[src/rtl/bus_pkg.sv]
// bus_pkg: shared types and widths for the two-master bus arbiter.
//   state_e : arbiter FSM states (IDLE, ACCESS)
//   owner_e : bus owner encoding (M0 = CPU, M1 = DMA)
//   ADDR_W / DATA_W : bus address and data widths
package bus_pkg;

   localparam int ADDR_W = 16;
   localparam int DATA_W = 8;

   typedef enum logic {
      ST_IDLE   = 1'b0,
      ST_ACCESS = 1'b1
   } state_e;

   typedef enum logic {
      OWN_M0 = 1'b0,
      OWN_M1 = 1'b1
   } owner_e;

endpackage

[src/rtl/bus_arbiter_if.sv]
// bus_arbiter_if: bundles both master request ports and the slave port.
// Signal names keep the arbiter's i_/o_ direction prefixes.
//   modport master : arbiter view (drives the slave bus and master acks)
//   modport slave  : environment view (masters and the slave device)
interface bus_arbiter_if;
   import bus_pkg::*;

   logic              i_m0_req,  i_m1_req;
   logic [ADDR_W-1:0] i_m0_addr, i_m1_addr;
   logic [DATA_W-1:0] i_m0_dat,  i_m1_dat;
   logic              i_m0_we,   i_m1_we;
   logic              o_m0_active, o_m1_active;
   logic              o_m0_ack,  o_m1_ack;
   logic [DATA_W-1:0] o_m_dat;
   logic [ADDR_W-1:0] o_s_addr;
   logic [DATA_W-1:0] o_s_dat;
   logic              o_s_we;
   logic              o_s_cs;
   logic [DATA_W-1:0] i_s_dat;
   logic              i_s_ack;
   logic              o_err;

   modport master (
      input  i_m0_req, i_m1_req, i_m0_addr, i_m1_addr, i_m0_dat, i_m1_dat,
             i_m0_we, i_m1_we, i_s_dat, i_s_ack,
      output o_m0_active, o_m1_active, o_m0_ack, o_m1_ack, o_m_dat,
             o_s_addr, o_s_dat, o_s_we, o_s_cs, o_err
   );

   modport slave (
      output i_m0_req, i_m1_req, i_m0_addr, i_m1_addr, i_m0_dat, i_m1_dat,
             i_m0_we, i_m1_we, i_s_dat, i_s_ack,
      input  o_m0_active, o_m1_active, o_m0_ack, o_m1_ack, o_m_dat,
             o_s_addr, o_s_dat, o_s_we, o_s_cs, o_err
   );

endinterface

[src/rtl/bus_timeout.sv]
// bus_timeout: counts non-completing ACCESS cycles.
//   i_clk, i_reset_n : clock, async active-low reset
//   i_clr            : zero the count (has priority over i_en)
//   i_en             : advance the count by one
//   o_expired        : count has reached TIMEOUT-1
module bus_timeout #(
   parameter int TIMEOUT = 15
) (
   input  logic i_clk,
   input  logic i_reset_n,
   input  logic i_clr,
   input  logic i_en,
   output logic o_expired
);

   localparam int CNT_W = (TIMEOUT > 1) ? $clog2(TIMEOUT) : 1;
   localparam logic [CNT_W-1:0] CNT_MAX = CNT_W'(TIMEOUT - 1);

   logic [CNT_W-1:0] r_cnt;

   always_ff @(posedge i_clk or negedge i_reset_n) begin
      if (!i_reset_n)                r_cnt <= '0;
      else if (i_clr)                r_cnt <= '0;
      else if (i_en && !o_expired)   r_cnt <= r_cnt + CNT_W'(1);
   end

   assign o_expired = (r_cnt == CNT_MAX);

endmodule

[src/rtl/bus_arbiter.sv]
// bus_arbiter: two-master (CPU = m0, DMA = m1) single-slave bus arbiter.
//   i_clk     : clock, all state on rising edge
//   i_reset_n : async active-low reset
//   bus       : bus_arbiter_if.master -- master requests/acks, slave bus,
//               shared read data, timeout error pulse
// Ownership is held for up to MAX_HOLD completions while the other master
// waits; a slave that never acks is force-completed after TIMEOUT cycles.
// Optional feature: define BUS_ARB_ROUND_ROBIN_EN to break simultaneous
// IDLE requests toward the master that did not complete last; otherwise
// m0 has fixed priority.
module bus_arbiter
   import bus_pkg::*;
#(
   parameter int MAX_HOLD = 4,
   parameter int TIMEOUT  = 15
) (
   input  logic         i_clk,
   input  logic         i_reset_n,
   bus_arbiter_if.master bus
);

   localparam int HOLD_W = (MAX_HOLD > 1) ? $clog2(MAX_HOLD) : 1;
   localparam logic [HOLD_W-1:0] HOLD_MAX = HOLD_W'(MAX_HOLD - 1);

   state_e            r_state, w_state_nxt;
   owner_e            r_owner, w_owner_nxt;
   logic [HOLD_W-1:0] r_hold,  w_hold_nxt;
   logic              r_err;
`ifdef BUS_ARB_ROUND_ROBIN_EN
   owner_e            r_last,  w_last_nxt;
`endif

   logic   w_access;
   logic   w_own_req, w_oth_req;
   logic   w_expired;
   logic   w_complete, w_abandon, w_timeout;
   logic   w_tmo_clr;
   owner_e w_grant, w_other;

   assign w_access  = (r_state == ST_ACCESS);
   assign w_own_req = (r_owner == OWN_M1) ? bus.i_m1_req : bus.i_m0_req;
   assign w_oth_req = (r_owner == OWN_M1) ? bus.i_m0_req : bus.i_m1_req;
   assign w_other   = (r_owner == OWN_M1) ? OWN_M0 : OWN_M1;

   // An owner that has withdrawn its request gets no ack, even if the
   // slave acks or the timer expires in that same cycle.
   assign w_complete = w_access && w_own_req && (bus.i_s_ack || w_expired);
   assign w_abandon  = w_access && !w_own_req;
   assign w_timeout  = w_complete && !bus.i_s_ack;

   // Count restarts for every new access: idle, completion or hand-over.
   assign w_tmo_clr = !w_access || w_complete || w_abandon;

   bus_timeout #(.TIMEOUT(TIMEOUT)) u_timeout (
      .i_clk     (i_clk),
      .i_reset_n (i_reset_n),
      .i_clr     (w_tmo_clr),
      .i_en      (w_access),
      .o_expired (w_expired)
   );

   // IDLE grant; only meaningful when at least one master requests.
   always_comb begin
      w_grant = OWN_M0;
`ifdef BUS_ARB_ROUND_ROBIN_EN
      if (bus.i_m0_req && bus.i_m1_req)
         w_grant = (r_last == OWN_M0) ? OWN_M1 : OWN_M0;
      else if (bus.i_m1_req)
         w_grant = OWN_M1;
`else
      if (!bus.i_m0_req && bus.i_m1_req)
         w_grant = OWN_M1;
`endif
   end

   always_ff @(posedge i_clk or negedge i_reset_n) begin
      if (!i_reset_n) begin
         r_state <= ST_IDLE;
         r_owner <= OWN_M0;
         r_hold  <= '0;
         r_err   <= 1'b0;
`ifdef BUS_ARB_ROUND_ROBIN_EN
         r_last  <= OWN_M1;
`endif
      end else begin
         r_state <= w_state_nxt;
         r_owner <= w_owner_nxt;
         r_hold  <= w_hold_nxt;
         r_err   <= w_timeout;
`ifdef BUS_ARB_ROUND_ROBIN_EN
         r_last  <= w_last_nxt;
`endif
      end
   end

   always_comb begin
      w_state_nxt = r_state;
      w_owner_nxt = r_owner;
      w_hold_nxt  = r_hold;
`ifdef BUS_ARB_ROUND_ROBIN_EN
      w_last_nxt  = r_last;
`endif
      case (r_state)
         ST_IDLE: begin
            if (bus.i_m0_req || bus.i_m1_req) begin
               w_state_nxt = ST_ACCESS;
               w_owner_nxt = w_grant;
               w_hold_nxt  = '0;
            end
         end
         ST_ACCESS: begin
            if (w_abandon) begin
               // Owner's request is gone, so only the other master can win.
               w_hold_nxt = '0;
               if (w_oth_req) w_owner_nxt = w_other;
               else           w_state_nxt = ST_IDLE;
            end else if (w_complete) begin
`ifdef BUS_ARB_ROUND_ROBIN_EN
               w_last_nxt = r_owner;
`endif
               if (w_oth_req && (!w_own_req || r_hold == HOLD_MAX)) begin
                  w_owner_nxt = w_other;
                  w_hold_nxt  = '0;
               end else if (w_own_req) begin
                  if (r_hold != HOLD_MAX) w_hold_nxt = r_hold + HOLD_W'(1);
               end else if (w_oth_req) begin
                  w_owner_nxt = w_other;
                  w_hold_nxt  = '0;
               end else begin
                  w_state_nxt = ST_IDLE;
               end
            end
         end
         default: w_state_nxt = ST_IDLE;
      endcase
   end

   always_comb begin
      bus.o_s_cs      = 1'b0;
      bus.o_s_we      = 1'b0;
      bus.o_s_addr    = '0;
      bus.o_s_dat     = '0;
      bus.o_m0_active = 1'b0;
      bus.o_m1_active = 1'b0;
      bus.o_m0_ack    = 1'b0;
      bus.o_m1_ack    = 1'b0;
      if (w_access) begin
         bus.o_s_cs = 1'b1;
         if (r_owner == OWN_M1) begin
            bus.o_s_addr    = bus.i_m1_addr;
            bus.o_s_dat     = bus.i_m1_dat;
            bus.o_s_we      = bus.i_m1_we;
            bus.o_m1_active = 1'b1;
            bus.o_m1_ack    = w_complete;
         end else begin
            bus.o_s_addr    = bus.i_m0_addr;
            bus.o_s_dat     = bus.i_m0_dat;
            bus.o_s_we      = bus.i_m0_we;
            bus.o_m0_active = 1'b1;
            bus.o_m0_ack    = w_complete;
         end
      end
   end

   assign bus.o_m_dat = bus.i_s_dat;
   assign bus.o_err   = r_err;

endmodule

[src/flat_wrapper.sv]
// flat-port wrapper written by rule: the top's interface ports become plain ports
module bus_arbiter_flat import bus_pkg::*;
#(
   parameter int MAX_HOLD = 4,
   parameter int TIMEOUT  = 15
)
  (i_clk, i_reset_n, bus_i_m0_req, bus_i_m1_req, bus_i_m0_addr, bus_i_m1_addr, bus_i_m0_dat, bus_i_m1_dat, bus_i_m0_we, bus_i_m1_we, bus_i_s_dat, bus_i_s_ack, bus_o_m0_active, bus_o_m1_active, bus_o_m0_ack, bus_o_m1_ack, bus_o_m_dat, bus_o_s_addr, bus_o_s_dat, bus_o_s_we, bus_o_s_cs, bus_o_err);
  bus_arbiter_if bus_i ();
  input  logic i_clk;
  input  logic i_reset_n;
  input wire logic [$bits(bus_i.i_m0_req)-1:0] bus_i_m0_req;
  input wire logic [$bits(bus_i.i_m1_req)-1:0] bus_i_m1_req;
  input wire logic [$bits(bus_i.i_m0_addr)-1:0] bus_i_m0_addr;
  input wire logic [$bits(bus_i.i_m1_addr)-1:0] bus_i_m1_addr;
  input wire logic [$bits(bus_i.i_m0_dat)-1:0] bus_i_m0_dat;
  input wire logic [$bits(bus_i.i_m1_dat)-1:0] bus_i_m1_dat;
  input wire logic [$bits(bus_i.i_m0_we)-1:0] bus_i_m0_we;
  input wire logic [$bits(bus_i.i_m1_we)-1:0] bus_i_m1_we;
  input wire logic [$bits(bus_i.i_s_dat)-1:0] bus_i_s_dat;
  input wire logic [$bits(bus_i.i_s_ack)-1:0] bus_i_s_ack;
  output wire logic [$bits(bus_i.o_m0_active)-1:0] bus_o_m0_active;
  output wire logic [$bits(bus_i.o_m1_active)-1:0] bus_o_m1_active;
  output wire logic [$bits(bus_i.o_m0_ack)-1:0] bus_o_m0_ack;
  output wire logic [$bits(bus_i.o_m1_ack)-1:0] bus_o_m1_ack;
  output wire logic [$bits(bus_i.o_m_dat)-1:0] bus_o_m_dat;
  output wire logic [$bits(bus_i.o_s_addr)-1:0] bus_o_s_addr;
  output wire logic [$bits(bus_i.o_s_dat)-1:0] bus_o_s_dat;
  output wire logic [$bits(bus_i.o_s_we)-1:0] bus_o_s_we;
  output wire logic [$bits(bus_i.o_s_cs)-1:0] bus_o_s_cs;
  output wire logic [$bits(bus_i.o_err)-1:0] bus_o_err;
  assign bus_i.i_m0_req = bus_i_m0_req;
  assign bus_i.i_m1_req = bus_i_m1_req;
  assign bus_i.i_m0_addr = bus_i_m0_addr;
  assign bus_i.i_m1_addr = bus_i_m1_addr;
  assign bus_i.i_m0_dat = bus_i_m0_dat;
  assign bus_i.i_m1_dat = bus_i_m1_dat;
  assign bus_i.i_m0_we = bus_i_m0_we;
  assign bus_i.i_m1_we = bus_i_m1_we;
  assign bus_i.i_s_dat = bus_i_s_dat;
  assign bus_i.i_s_ack = bus_i_s_ack;
  assign bus_o_m0_active = bus_i.o_m0_active;
  assign bus_o_m1_active = bus_i.o_m1_active;
  assign bus_o_m0_ack = bus_i.o_m0_ack;
  assign bus_o_m1_ack = bus_i.o_m1_ack;
  assign bus_o_m_dat = bus_i.o_m_dat;
  assign bus_o_s_addr = bus_i.o_s_addr;
  assign bus_o_s_dat = bus_i.o_s_dat;
  assign bus_o_s_we = bus_i.o_s_we;
  assign bus_o_s_cs = bus_i.o_s_cs;
  assign bus_o_err = bus_i.o_err;
  bus_arbiter #(.MAX_HOLD(MAX_HOLD), .TIMEOUT(TIMEOUT)) u_core (.i_clk(i_clk), .i_reset_n(i_reset_n), .bus(bus_i));
endmodule
[config.mk]
export PLATFORM = sky130hd
export DESIGN_NAME = bus_arbiter_flat
export DESIGN_NICKNAME = d
export VERILOG_FILES = /design/src/rtl/bus_pkg.sv /design/src/rtl/bus_arbiter_if.sv /design/src/rtl/bus_timeout.sv /design/src/rtl/bus_arbiter.sv /design/src/flat_wrapper.sv
export SDC_FILE = /design/constraint.sdc
export NUM_CORES = 1
export LEC_CHECK = 0
export ABC_AREA = 1
export BUFFER_PORTS_ARGS = -buffer_cell sky130_fd_sc_hd__clkbuf_2
export CORE_ASPECT_RATIO = 0.5
export CORE_MARGIN = 2
export CORE_UTILIZATION = 29
export DETAILED_ROUTE_END_ITERATION = 8
export PLACE_DENSITY = 0.87
export SLEW_MARGIN = 10
export SYNTH_ARGS = -nofsm -noshare
export SYNTH_HDL_FRONTEND = slang
export SYNTH_SLANG_ARGS = --single-unit
[constraint.sdc]
create_clock -name i_clk -period 1.1 [get_ports i_clk]
set_input_delay 0.055 -clock i_clk [delete_from_list [all_inputs] [get_ports i_clk]]
set_output_delay 0.055 -clock i_clk [all_outputs]
set_load 0.005 [all_outputs]
# == Word level (Yosys, flattened, before mapping) ==
# Index checks and enable logic that the tools add are counted.
# word_totals
register_bits,9
in_bits,63
# classes
add_sub_neg,2
n_eq_ne,8
n_mux,42
n_bitwise,1
n_reduce_logical,20
# op_table
operator,n
$mux W16,2
$mux W1,26
$mux W8,2
$mux W2,7
$ne A5 B5 Y1 const B,2
$mux W4,2
$logic_and A1 B1 Y1,7
$logic_not A1 Y1,5
$logic_or A1 B1 Y1,5
$add A4 B1 Y4 const B,1
$eq A4 B4 Y1 const B,1
$ne A4 B4 Y1 const B,1
$pmux W1 S2,2
$pmux W2 S2,1
$reduce_and A4 Y1,1
$ne A3 B3 Y1 const B,1
$reduce_and A3 Y1,1
$add A2 B1 Y2 const B,1
$eq A2 B2 Y1 const B,1
$ne A2 B1 Y1 const B,1
$ne A2 B2 Y1 const B,1
$reduce_bool A2 Y1,1
$not A1 Y1,1

# == Longest topological paths before layout ==
# Gate-level depths: netlist of run 1.
# logic_depth
ltp_word,8
ltp_mapped,9
ltp_nobuf,9

# == Cells and area by module ==
# A second synthesis of run 1 with hierarchy kept.
# unflattened
cells_unflattened,131
hier_area_um2,947.2
# modules_own_cells
mod,instances,cells_each,area_each_um2,seq_area_each_um2
bus_arbiter,1,99,698.2,125.1
bus_timeout,1,32,249.0,100.1

# == Worst setup path after synthesis of run 1 ==
# Ideal clock, no wire load.
# synth_timing
kind,reg-to-reg
startpoint,register u_core.u_timeout.r_cnt[0]
endpoint,register u_core.r_hold[0]
setup_ns,0.117
arrival_ns,1.047
required_ns,0.983
setup_slack_ns,-0.063
path_stages_with_launch,10
n_path_buf,0
path_cell_list,dfrtp_1 inv_1 ha_1 nand3_1 nand2_1 inv_1 nand2_2 nand3_1 nand2_1 nand2_1
# synth_via
elab_chain_len,5
# synth_lines
element,line,rtl
start: declaration,bus_timeout.sv:19,logic [CNT_W-1:0] r_cnt;
start signal: assignment,bus_timeout.sv:24,else if (i_en && !o_expired) r_cnt <= r_cnt + CNT_W'(1);
$eq A4 B4 Y1,bus_timeout.sv:27,assign o_expired = (r_cnt == CNT_MAX);
$logic_or A1 B1 Y1,bus_arbiter.sv:47,assign w_complete = w_access && w_own_req && (bus.i_s_ack || w_expired);
$logic_and A1 B1 Y1,bus_arbiter.sv:47,
$ne A3 B3 Y1 (no line),-,
$reduce_and A4 Y1 (no line),-,
end signal: assignment,bus_arbiter.sv:88,r_hold <= w_hold_nxt;
end: declaration,bus_arbiter.sv:27,"logic [HOLD_W-1:0] r_hold, w_hold_nxt;"
# Every way passes these cells.
# A chain may end at the register's enable or synchronous reset.

# == Worst setup path after layout of run 1 ==
# layout_timing
startpoint,register u_core.r_owner
endpoint,output port bus_o_s_addr[0]
# layout_via
elab_chain_len,2
# layout_lines
element,line,rtl
start: declaration,bus_arbiter.sv:26,"owner_e r_owner, w_owner_nxt;"
start signal: assignment,bus_arbiter.sv:87,r_owner <= w_owner_nxt;
$mux W16,bus_arbiter.sv:149,if (r_owner == OWN_M1) begin
$mux W16,bus_arbiter.sv:147,if (w_access) begin
end: declaration,flat_wrapper.sv:26,output wire logic [$bits(bus_i.o_s_addr)-1:0] bus_o_s_addr;
# Every way passes these cells.

==> impl_metrics.csv, run 1 <==
group,metric,value,unit
status,status,"finished, violations left",
status,violations,"setup timing",
global_route,grt_pass1_vias,1168,
global_route,grt_remaining_overflow,0,
cts,clock_tree.buffer_depth,2,
global_route,grt_util_all_layers,19.7,%
yosys,ys_types,17,
yosys,synth.most_common_cell,"a22o_1",
yosys,ys_ff_latch,9,
yosys,synth_area_per_cell,7.81,um^2
floorplanning,io_pins,102,
timing,setup_viol,36,
timing,tns,-8290,ps
finish,fillCellCount,214,
timing,final.setup_skew,4.85,ps
yosys,synth_area,836,um^2
detailed_routing,ant_nets,0,
yosys,yosysTopAreaCell,"dfrtp_1",
yosys,syn_nets,173,
global_route,globalRouteMet1Util,21.9,%
timing,tightest_slew,232,ps
cts,numCtsBuffers,3,
detailed_routing,dr_total_vias,1138,
yosys,async_reset_ff_share,100,%
cts,clock-sinks,9,
finish,nets,271,
floorplanning,start_util,31.3,%
global_route,grt_pass1_wl,5.22,mm
placed_design,dpl_worst_slack,-124,ps
critical_path,cpMaxStageDelayCell,"dfrtp_2",
timing,clock.fmax,712,MHz
timing,period_needed,1400,ps
global_route,grt.busiest_layer,"met2",
timing,slew_headroom,84.5,%
critical_path,worst-path-max-fanout,8,
yosys,synth_area_leaders,"dfrtp_1 (27%), a22o_1 (26%), buf_4 (9.9%), nand2_1 (6.7%), nand3_1 (6.0%)",
timing,drv_slew,0,
finish,drive_above_1_share,66.7,%
power,power_density,1960,mW/mm^2
yosys,ys_warn_count,0,
finish,area_growth,92.8,%
critical_path,crit_chain,"inv_2 > nand2_2 > clkinv_4 > buf_12 > a22o_4 > clkbuf_2",
timing,setup_ws,-304,ps
cts,cts_max_level,1,
placed_design,place.gp.congestion,0.868,
floorplanning,rows,13,
placed_design,io_buffers,85,
detailed_routing,first_pass_iters,4,
finish,register_area,226,um^2
detailed_routing,routed_wirelength,3.51,mm
finish,diodes,0,
power,p_leak,0.946,nW
timing,final-hold-violation-count,0,
yosys,synth_edf_count,0,
floorplanning,dieArea,0.00335,mm^2
global_route,grt_max_degree,18,
cts,ctsRootBufferMaster,"clkbuf_8",
floorplanning,core_area,0.00267,mm^2
yosys,synth_top_area_share,26.9,%
detailed_routing,vias_per_cell,4.72,
timing,rsz0062_at_grt,"yes",
cts,cts_tree,"built",
finish,finish.utilization,60.4,%
yosys,postSynthCellCount,107,
global_route,use_met3,4.78,%
critical_path,cp_slowest_stage_delay,380,ps
hold_path,hold_class,"in -> out",
job,max-cap-violations,0,
critical_path,worst-setup-path-type,"reg -> out",
timing,whs,110,ps
critical_path,crit_family,"buffers and inverters",
critical_path,required,1040,ps
critical_path,cp_num_buf_inv,4,
cts,clkTransAtPathRegs,40,ps
timing,fin_crit_sh,128,%
yosys,ys_top_cells_by_count,"a22o_1 (25), nand2_1 (15), nor2_1 (12)",
global_route,antenna_found_initial,0,
yosys,synth_ff_type,"dfrtp_1",
yosys,seq_area_frac_synth,26.9,%
finish,multi_input_area,564,um^2
power,ir_drop,0.793,mV
floorplanning,die_x,79.9,um
critical_path,worstSetupStartpointType,"flip-flop",
critical_path,arrival,1350,ps
floorplanning,die_y,42.0,um
placed_design,dpl.hpwl,2.47,mm
detailed_routing,post_drt_wl_per_cell,14.5,um
cts,clkLatencyLatePin,240,ps
global_route,grt_use_met2,36.3,%
detailed_routing,drc_errors,0,
critical_path,endpoint_kind,"output port",
detailed_routing,drtIter0Drc,41,
## layout make-up
class	instances	area share (%)
Timing Repair Buffer	106	42.2
Multi-Input combinational cell	73	35.0
Sequential cell	9	14.1
Inverter	12	3.11
Tap cell	37	2.87
Clock buffer	4	2.80
## sequential cells by signal (all words and copies together), names as in the netlist
name and cells:
u_core.u_timeout.r_cnt 4, u_core.r_hold 2, u_core.bus.o_err 1, u_core.r_owner 1, u_core.r_state 1
## placed cells by master (no fill, tap or decap), types with 2 or more instances in the layout
| master | n |
|---|---|
| a22o_1 | 24 |
| buf_12 | 2 |
| buf_2 | 2 |
| buf_4 | 7 |
| buf_6 | 11 |
| clkbuf_2 | 81 |
| clkbuf_8 | 3 |
| dfrtp_1 | 8 |
| dlygate4sd3_1 | 2 |
| ha_1 | 2 |
| inv_1 | 8 |
| inv_2 | 3 |
| nand2_1 | 10 |
| nand2_2 | 5 |
| nand2_4 | 3 |
| nand3_1 | 5 |
| nand3_2 | 5 |
| nor2_1 | 5 |
| nor2_2 | 7 |
## metal layers
layer	vias to the layer above	wire length, um
met5	-	0
met1	521	1380
met4	0	72
met3	12	226
li1	559	-
met2	46	1830
## power breakdown
group | total (mW) | internal [mW] | switching [mW] | leakage [nW]
clock network | 0.384 | 0.252 | 0.132 | 0.0228
registers | 0.461 | 0.406 | 0.0554 | 0.117
logic | 2.31 | 1.26 | 1.05 | 0.806
## cell families after synthesis
kind of cell | count (synthesis) | share of synthesized area [%]
xor+xnor | 2 | 2.10
simple gates | 41 | 22.2
buf+inv | 25 | 16.5
flops | 9 | 26.9
compound gates | 27 | 27.8
fa+ha+maj | 3 | 4.49
## path summary, 6_finish.rpt
path | from | end | slack, ps | cells past startpoint
min | bus_i_s_dat[4] | bus_o_m_dat[4] | 110 | 0
max in group asynchronous | i_reset_n | u_core.r_owner | 630 | 2
max reg2reg | u_core.r_owner | u_core.r_hold[1] | -250 | 8
min in group asynchronous | i_reset_n | u_core.r_state | 260 | 2
min reg2reg | u_core.r_hold[1] | u_core.r_hold[1] | 490 | 2
max | u_core.r_owner | bus_o_s_addr[0] | -300 | 6
## repair_timing
item,in CTS,in global routing
buffers inserted,7,0
gates cloned,2,0
hold endpoints to repair,10,0
resized for setup,24,12
pin swaps,18,3
endpoints found under the setup margin,36,37
hold buffers,2,0
## worst register-to-register path, delay by kind of cell, from the launching register on
family | cells | cell delay [ps]
simple gates | 5 | 540
flops | 1 | 420
buf+inv | 3 | 280
## metrics by stage
stage | area [um^2] | std cells | total power, mW
finish | 1610 | 241 | 3.16
global route | 1610 | 241 | 3.36
CTS | 1560 | 241 | 3.02
detailed placement | 1340 | 226 | 2.18
global placement | 1340 | 226 | 2.12
floorplan | 856 | 107 | 1.41
Note: power is estimated with default switching activity, not from simulation.
==> inputs of run 2 (changes only) <==
TNS_END_PERCENT = 10   (was not set)
==> run 2 against run 1 <==
The flow still finishes with violations (setup timing). Worst hold slack worse by 9.4 ps. Final cell count down 0.83%. Global-route usage down 4.0 points. Sequential share of layout area up 0.30 points. Non-clock buffer count down 2. Highest routed layer unchanged.
==> impl_metrics.csv, run 2 (synthesis results as in run 1) <==
group,metric,value,unit
timing,rsz0062_at_grt,"yes",
floorplanning,die_x,79.9,um
global_route,grt_pass1_vias,1061,
timing,clock.fmax,719,MHz
critical_path,startpoint,"u_core.r_state",
critical_path,arrival,1330,ps
detailed_routing,dr_total_vias,1125,
power,p_leak,0.937,nW
critical_path,endpoint_kind,"output port",
cts,clkLatencyLatePin,230,ps
job,max-cap-violations,0,
critical_path,worst-setup-path-type,"reg -> out",
power,clkPwrFrac,12.5,%
timing,whs,101,ps
status,violations,"setup timing",
detailed_routing,first_pass_iters,4,
finish,largest_reg_flops,4,
power,p_comb_share,71.7,%
cts,clkTransAtPathRegs,50,ps
detailed_routing,post_drt_wl_per_cell,12.6,um
global_route,grt_max_degree,21,
timing,setup_ws,-290,ps
status,status,"finished, violations left",
global_route,antenna_found_initial,0,
global_route,grt_pass1_wl,4.29,mm
hold_path,hold_class,"in -> reg",
finish,mostFrequentLayoutCell,"clkbuf_2",
placed_design,place.gp.congestion,0.847,
placed_design,dpl_worst_slack,-90.7,ps
detailed_routing,drtIter0Drc,54,
finish,final_cells,239,
finish,max_flop_register,"u_core.u_timeout.r_cnt",
critical_path,worst-path-max-fanout,8,
cts,cts_tree,"built",
finish,drive_above_1_share,63.4,%
critical_path,required,1040,ps
finish,diodes,0,
power,finalPower,3.05,mW
floorplanning,core_area,0.00267,mm^2
critical_path,cp_num_buf_inv,3,
floorplanning,start_util,31.3,%
placed_design,place_inst,226,
global_route,grt_util_all_layers,15.7,%
timing,tightest_slew,231,ps
detailed_routing,ant_nets,0,
cts,numCtsBuffers,3,
critical_path,r2r_end,"u_core.r_owner",
timing,fin_crit_sh,126,%
floorplanning,die_y,42.0,um
critical_path,critical_path_depth,5,
cts,clock_tree.buffer_depth,2,
power,switching_share,38.0,%
finish,design_area,0.00159,mm^2
timing,tns,-7790,ps
finish,top_regs,"u_core.u_timeout.r_cnt x4, u_core.r_hold x2",
global_route,grt_remaining_overflow,0,
finish,area_growth,89.8,%
cts,cts_max_level,1,
critical_path,cp_slowest_stage_delay,450,ps
timing,final.setup_skew,3.33,ps
critical_path,cpMaxStageDelayCell,"dfrtp_2",
timing,final-hold-violation-count,0,
critical_path,rr_worst_depth,8,
placed_design,dpl.hpwl,2.11,mm
floorplanning,io_pins,102,
detailed_routing,routed_wirelength,3.02,mm
critical_path,rrSetupSlack,-140,ps
detailed_routing,drc_errors,0,
floorplanning,dieArea,0.00335,mm^2
power,power_density,1920,mW/mm^2
timing,drv_slew,0,
placed_design,io_buffers,85,
power,intPower,1.89,mW
critical_path,cp-endpoint,"bus_o_s_addr[6]",
placed_design,placed_cell_area,0.00135,mm^2
power,netSwitchingPower,1.16,mW
power,power_frac_seq,15.7,%
timing,slew_headroom,84.6,%
critical_path,crit_family,"flip-flops",
critical_path,crit_chain,"nand2_2 > inv_4 > clkbuf_16 > a22o_1 > clkbuf_2",
finish,final_cell_mix,"clkbuf_2 (84), a22o_1 (25), nand2_1 (10), nor2_1 (9), buf_4 (9)",
cts,clock-sinks,9,
timing,setup_viol,35,
critical_path,r2r_start,"u_core.r_owner",
finish,finish.utilization,59.5,%
power,ir_drop,0.904,mV
critical_path,worstSetupStartpointType,"flip-flop",
cts,ctsRootBufferMaster,"clkbuf_8",
finish,nets,269,
timing,period_needed,1390,ps
detailed_routing,vias_per_cell,4.71,
floorplanning,rows,13,
-- run 2: cell types whose count changed in the layout (fill, tap and decap cells not counted), moves of 3 or more --
cell and delta:
nor2_2 -4, inv_2 -3, clkbuf_16 +3, nor2_1 +4
buf_6 -8, inv_4 +3, clkbuf_2 +3
-- run 2: timing repair --
| item | 4_1_cts | 5_1_grt |
|---|---|---|
| endpoints found under the setup margin | 35 | 36 |
| hold buffers | 2 | 0 |
| setup buffers | 2 | 2 |
| hold endpoints to repair | 10 | 0 |
| cloned | 0 | 3 |
| pin swaps | 6 | 6 |
| resized for setup | 4 | 18 |
-- run 2: cell type report --
class | count | area (um^2)
clock buffer | 4 | 45.0
sequential | 9 | 228
inverter | 12 | 60.1
fill | 232 | 1080
timing repair buffer | 104 | 677
tap | 37 | 46.3
multi-input combinational | 73 | 531
-- run 2: power groups by stage --
stage               registers, mW  clock network, mW  logic [mW]
floorplan                   0.441                  0       0.971
global placement            0.467                  0        1.67
detailed placement          0.473                  0        1.70
CTS                         0.463              0.391        1.80
global route                0.488              0.410        2.37
finish                      0.479              0.381        2.19
-- run 2: worst reg2reg max path: cells and delay by family (launching register included) --
family / cells / cell delay, ps
buf+inv: 2 / 280
flops: 1 / 440
simple gates: 6 / 410
-- run 2: worst min path at each step --
stage | startpoint | end | slack (ps) | depth (start not counted)
floorplan | i_reset_n | u_core.bus.o_err | -240 | 0
global placement | i_reset_n | u_core.u_timeout.r_cnt[2] | -80 | 1
detailed placement | i_reset_n | u_core.u_timeout.r_cnt[2] | -80 | 1
CTS | bus_i_m1_req | u_core.r_state | 90 | 3
global route | bus_i_s_dat[5] | bus_o_m_dat[5] | 110 | 0
finish | bus_i_m1_req | u_core.r_state | 100 | 3
-- run 2: layer usage --
layer	GRT usage (%)	routed length [um]
met2	31.8	1710
met1	16.2	1110
met4	5.76	48
met5	0	0
met3	2.17	149
==> inputs of run 3 (changes only) <==
--- a/config.mk
+++ b/config.mk
@@ -12,3 +12,5 @@
 export CORE_UTILIZATION = 29
+export CTS_CLUSTER_SIZE = 40
 export DETAILED_ROUTE_END_ITERATION = 8
+export GPL_ROUTABILITY_DRIVEN = 0
 export PLACE_DENSITY = 0.87
--- a/constraint.sdc
+++ b/constraint.sdc
@@ -3,2 +3,2 @@
 set_output_delay 0.055 -clock i_clk [all_outputs]
-set_load 0.005 [all_outputs]
+set_load 0.01 [all_outputs]
==> run 3 against run 2 <==
The run still ends with setup timing left. Critical path type unchanged. Worst setup slack improved by 11 ps. Via count increased by 6.9%. Total power rose by 2.8%. Largest power group unchanged. Clock power up 5.5%.
==> impl_metrics.csv, run 3 (synthesis results as in run 1) <==
group,metric,value,unit
finish,nets,268,
power,switching_share,43.9,%
detailed_routing,dr_total_vias,1203,
floorplanning,dieArea,0.00335,mm^2
power,ir_drop,0.766,mV
hold_path,worstHoldStart,"bus_i_s_dat[0]",
placed_design,place_inst,224,
status,violations,"setup timing",
cts,clock-sinks,9,
timing,fin_crit_sh,125,%
critical_path,arrival,1320,ps
timing,clock.fmax,725,MHz
finish,largest_reg_flops,4,
power,clkPwrFrac,12.8,%
detailed_routing,post_drt_wl_per_cell,15.1,um
critical_path,r2r_start,"u_core.r_owner",
timing,slew_headroom,78.0,%
global_route,grt_remaining_overflow,0,
hold_path,hold_depth,0,
detailed_routing,vias_per_cell,5.05,
hold_path,hold_path_end,"bus_o_m_dat[0]",
critical_path,worst-path-max-fanout,13,
timing,drv_slew,0,
placed_design,io_buffers,85,
global_route,grt_pass1_vias,1104,
floorplanning,die_x,79.9,um
critical_path,endpoint_kind,"output port",
placed_design,dpl.hpwl,2.36,mm
finish,diodes,0,
power,p_leak,0.921,nW
global_route,grt_max_degree,27,
cts,ctsRootBufferMaster,"clkbuf_8",
detailed_routing,first_pass_iters,4,
detailed_routing,drtIter0Drc,39,
timing,tns,-8360,ps
critical_path,r2r_end,"u_core.r_hold[0]",
critical_path,rrSetupSlack,-260,ps
critical_path,required,1040,ps
power,power_frac_seq,14.9,%
timing,final-hold-violation-count,0,
floorplanning,die_y,42.0,um
cts,cts_tree,"built",
detailed_routing,drc_errors,0,
cts,clkTransAtPathRegs,50,ps
global_route,grt_pass1_wl,4.97,mm
timing,tightest_slew,329,ps
detailed_routing,routed_wirelength,3.59,mm
cts,numCtsBuffers,3,
finish,top_regs,"u_core.u_timeout.r_cnt x4, u_core.r_hold x2",
cts,clkLatencyLatePin,240,ps
power,netSwitchingPower,1.38,mW
floorplanning,core_area,0.00267,mm^2
floorplanning,rows,13,
finish,drive_above_1_share,66.2,%
job,max-cap-violations,0,
critical_path,rr_worst_depth,8,
finish,final_cell_mix,"clkbuf_2 (74), a22o_1 (25), nand2_1 (12), buf_4 (12)",
floorplanning,start_util,31.3,%
hold_path,hold_class,"in -> out",
power,power_density,1990,mW/mm^2
floorplanning,io_pins,102,
cts,clock_tree.buffer_depth,2,
global_route,grt_util_all_layers,18.8,%
finish,max_flop_register,"u_core.u_timeout.r_cnt",
finish,mostFrequentLayoutCell,"clkbuf_2",
timing,rsz0062_at_grt,"yes",
critical_path,worstSetupStartpointType,"flip-flop",
global_route,antenna_found_initial,0,
power,intPower,1.76,mW
critical_path,worst-setup-path-type,"reg -> out",
timing,setup_viol,38,
detailed_routing,ant_nets,0,
status,status,"finished, violations left",
power,p_comb_share,72.3,%
timing,period_needed,1380,ps
cts,cts_max_level,1,
timing,final.setup_skew,0.447,ps
timing,setup_ws,-279,ps
finish,final_cells,238,
finish,area_growth,87.9,%
[run 3: how the worst max path moves through the flow]
stage | depth (start not counted) | startpoint | to
2_1_floorplan | 9 | u_core.u_timeout.r_cnt[0] | u_core.r_hold[0]
3_3_place_gp | 7 | u_core.r_owner | u_core.r_hold[1]
3_5_place_dp | 8 | u_core.u_timeout.r_cnt[0] | u_core.r_hold[0]
4_1_cts | 5 | u_core.r_owner | bus_o_s_dat[3]
5_1_grt | 6 | u_core.r_owner | bus_o_s_we
6_report | 6 | u_core.r_owner | bus_o_s_we
[run 3: area by class of cell]
| cell class | instances | area (um^2) |
|---|---|---|
| Clock buffer | 3 | 41.3 |
| Timing Repair Buffer | 103 | 633 |
| Tap cell | 37 | 46.3 |
| Fill cell | 214 | 1100 |
| Multi-Input combinational cell | 73 | 566 |
| Clock inverter | 1 | 5.00 |
| Sequential cell | 9 | 226 |
| Inverter | 12 | 52.6 |
[run 3: critical path, stage by stage (launching register included)]
cell,delay [ps]
dfrtp_1,400
inv_2,70
nand2_2,90
inv_4,60
buf_16,140
a22o_1,190
buf_2,150
[run 3: stage by stage]
stage,worst slack [ps],cell area (um^2),utilization [%],power [mW],hold slack (ps)
6_report,-279,1570,58.9,3.13,110
5_1_grt,-308,1570,58.9,3.31,110
4_1_cts,-254,1510,56.6,2.97,86.4
3_5_place_dp,-126,1320,49.5,2.26,-78.6
3_3_place_gp,-35.1,1320,49.5,2.20,-81.6
2_1_floorplan,-45.5,856,-,1.57,-241
[run 3: what timing repair did]
item                       CTS  global route
hold endpoints to repair    10             0
setup endpoints to repair   36            38
gates cloned                 1             0
pin swaps                    3             4
hold buffers                 2             0
gates resized for setup     13            27
setup buffers                7             0
[run 3: power groups by stage]
stage | Clock (mW) | Combinational (mW) | Sequential, mW
2_1_floorplan | 0 | 1.13 | 0.443
3_3_place_gp | 0 | 1.74 | 0.462
3_5_place_dp | 0 | 1.79 | 0.470
4_1_cts | 0.408 | 2.11 | 0.457
5_1_grt | 0.423 | 2.43 | 0.466
6_report | 0.402 | 2.26 | 0.466
[run 3: metal layers]
metal	wire length, um	part of all wire, %	vias up	global-route usage [%]
li1	-	-	553	-
met1	1370	38	550	21.6
met2	1830	51	82	36.0
met3	270	7.5	18	1.30
met4	127	3.5	0	7.46
met5	0	0	-	0
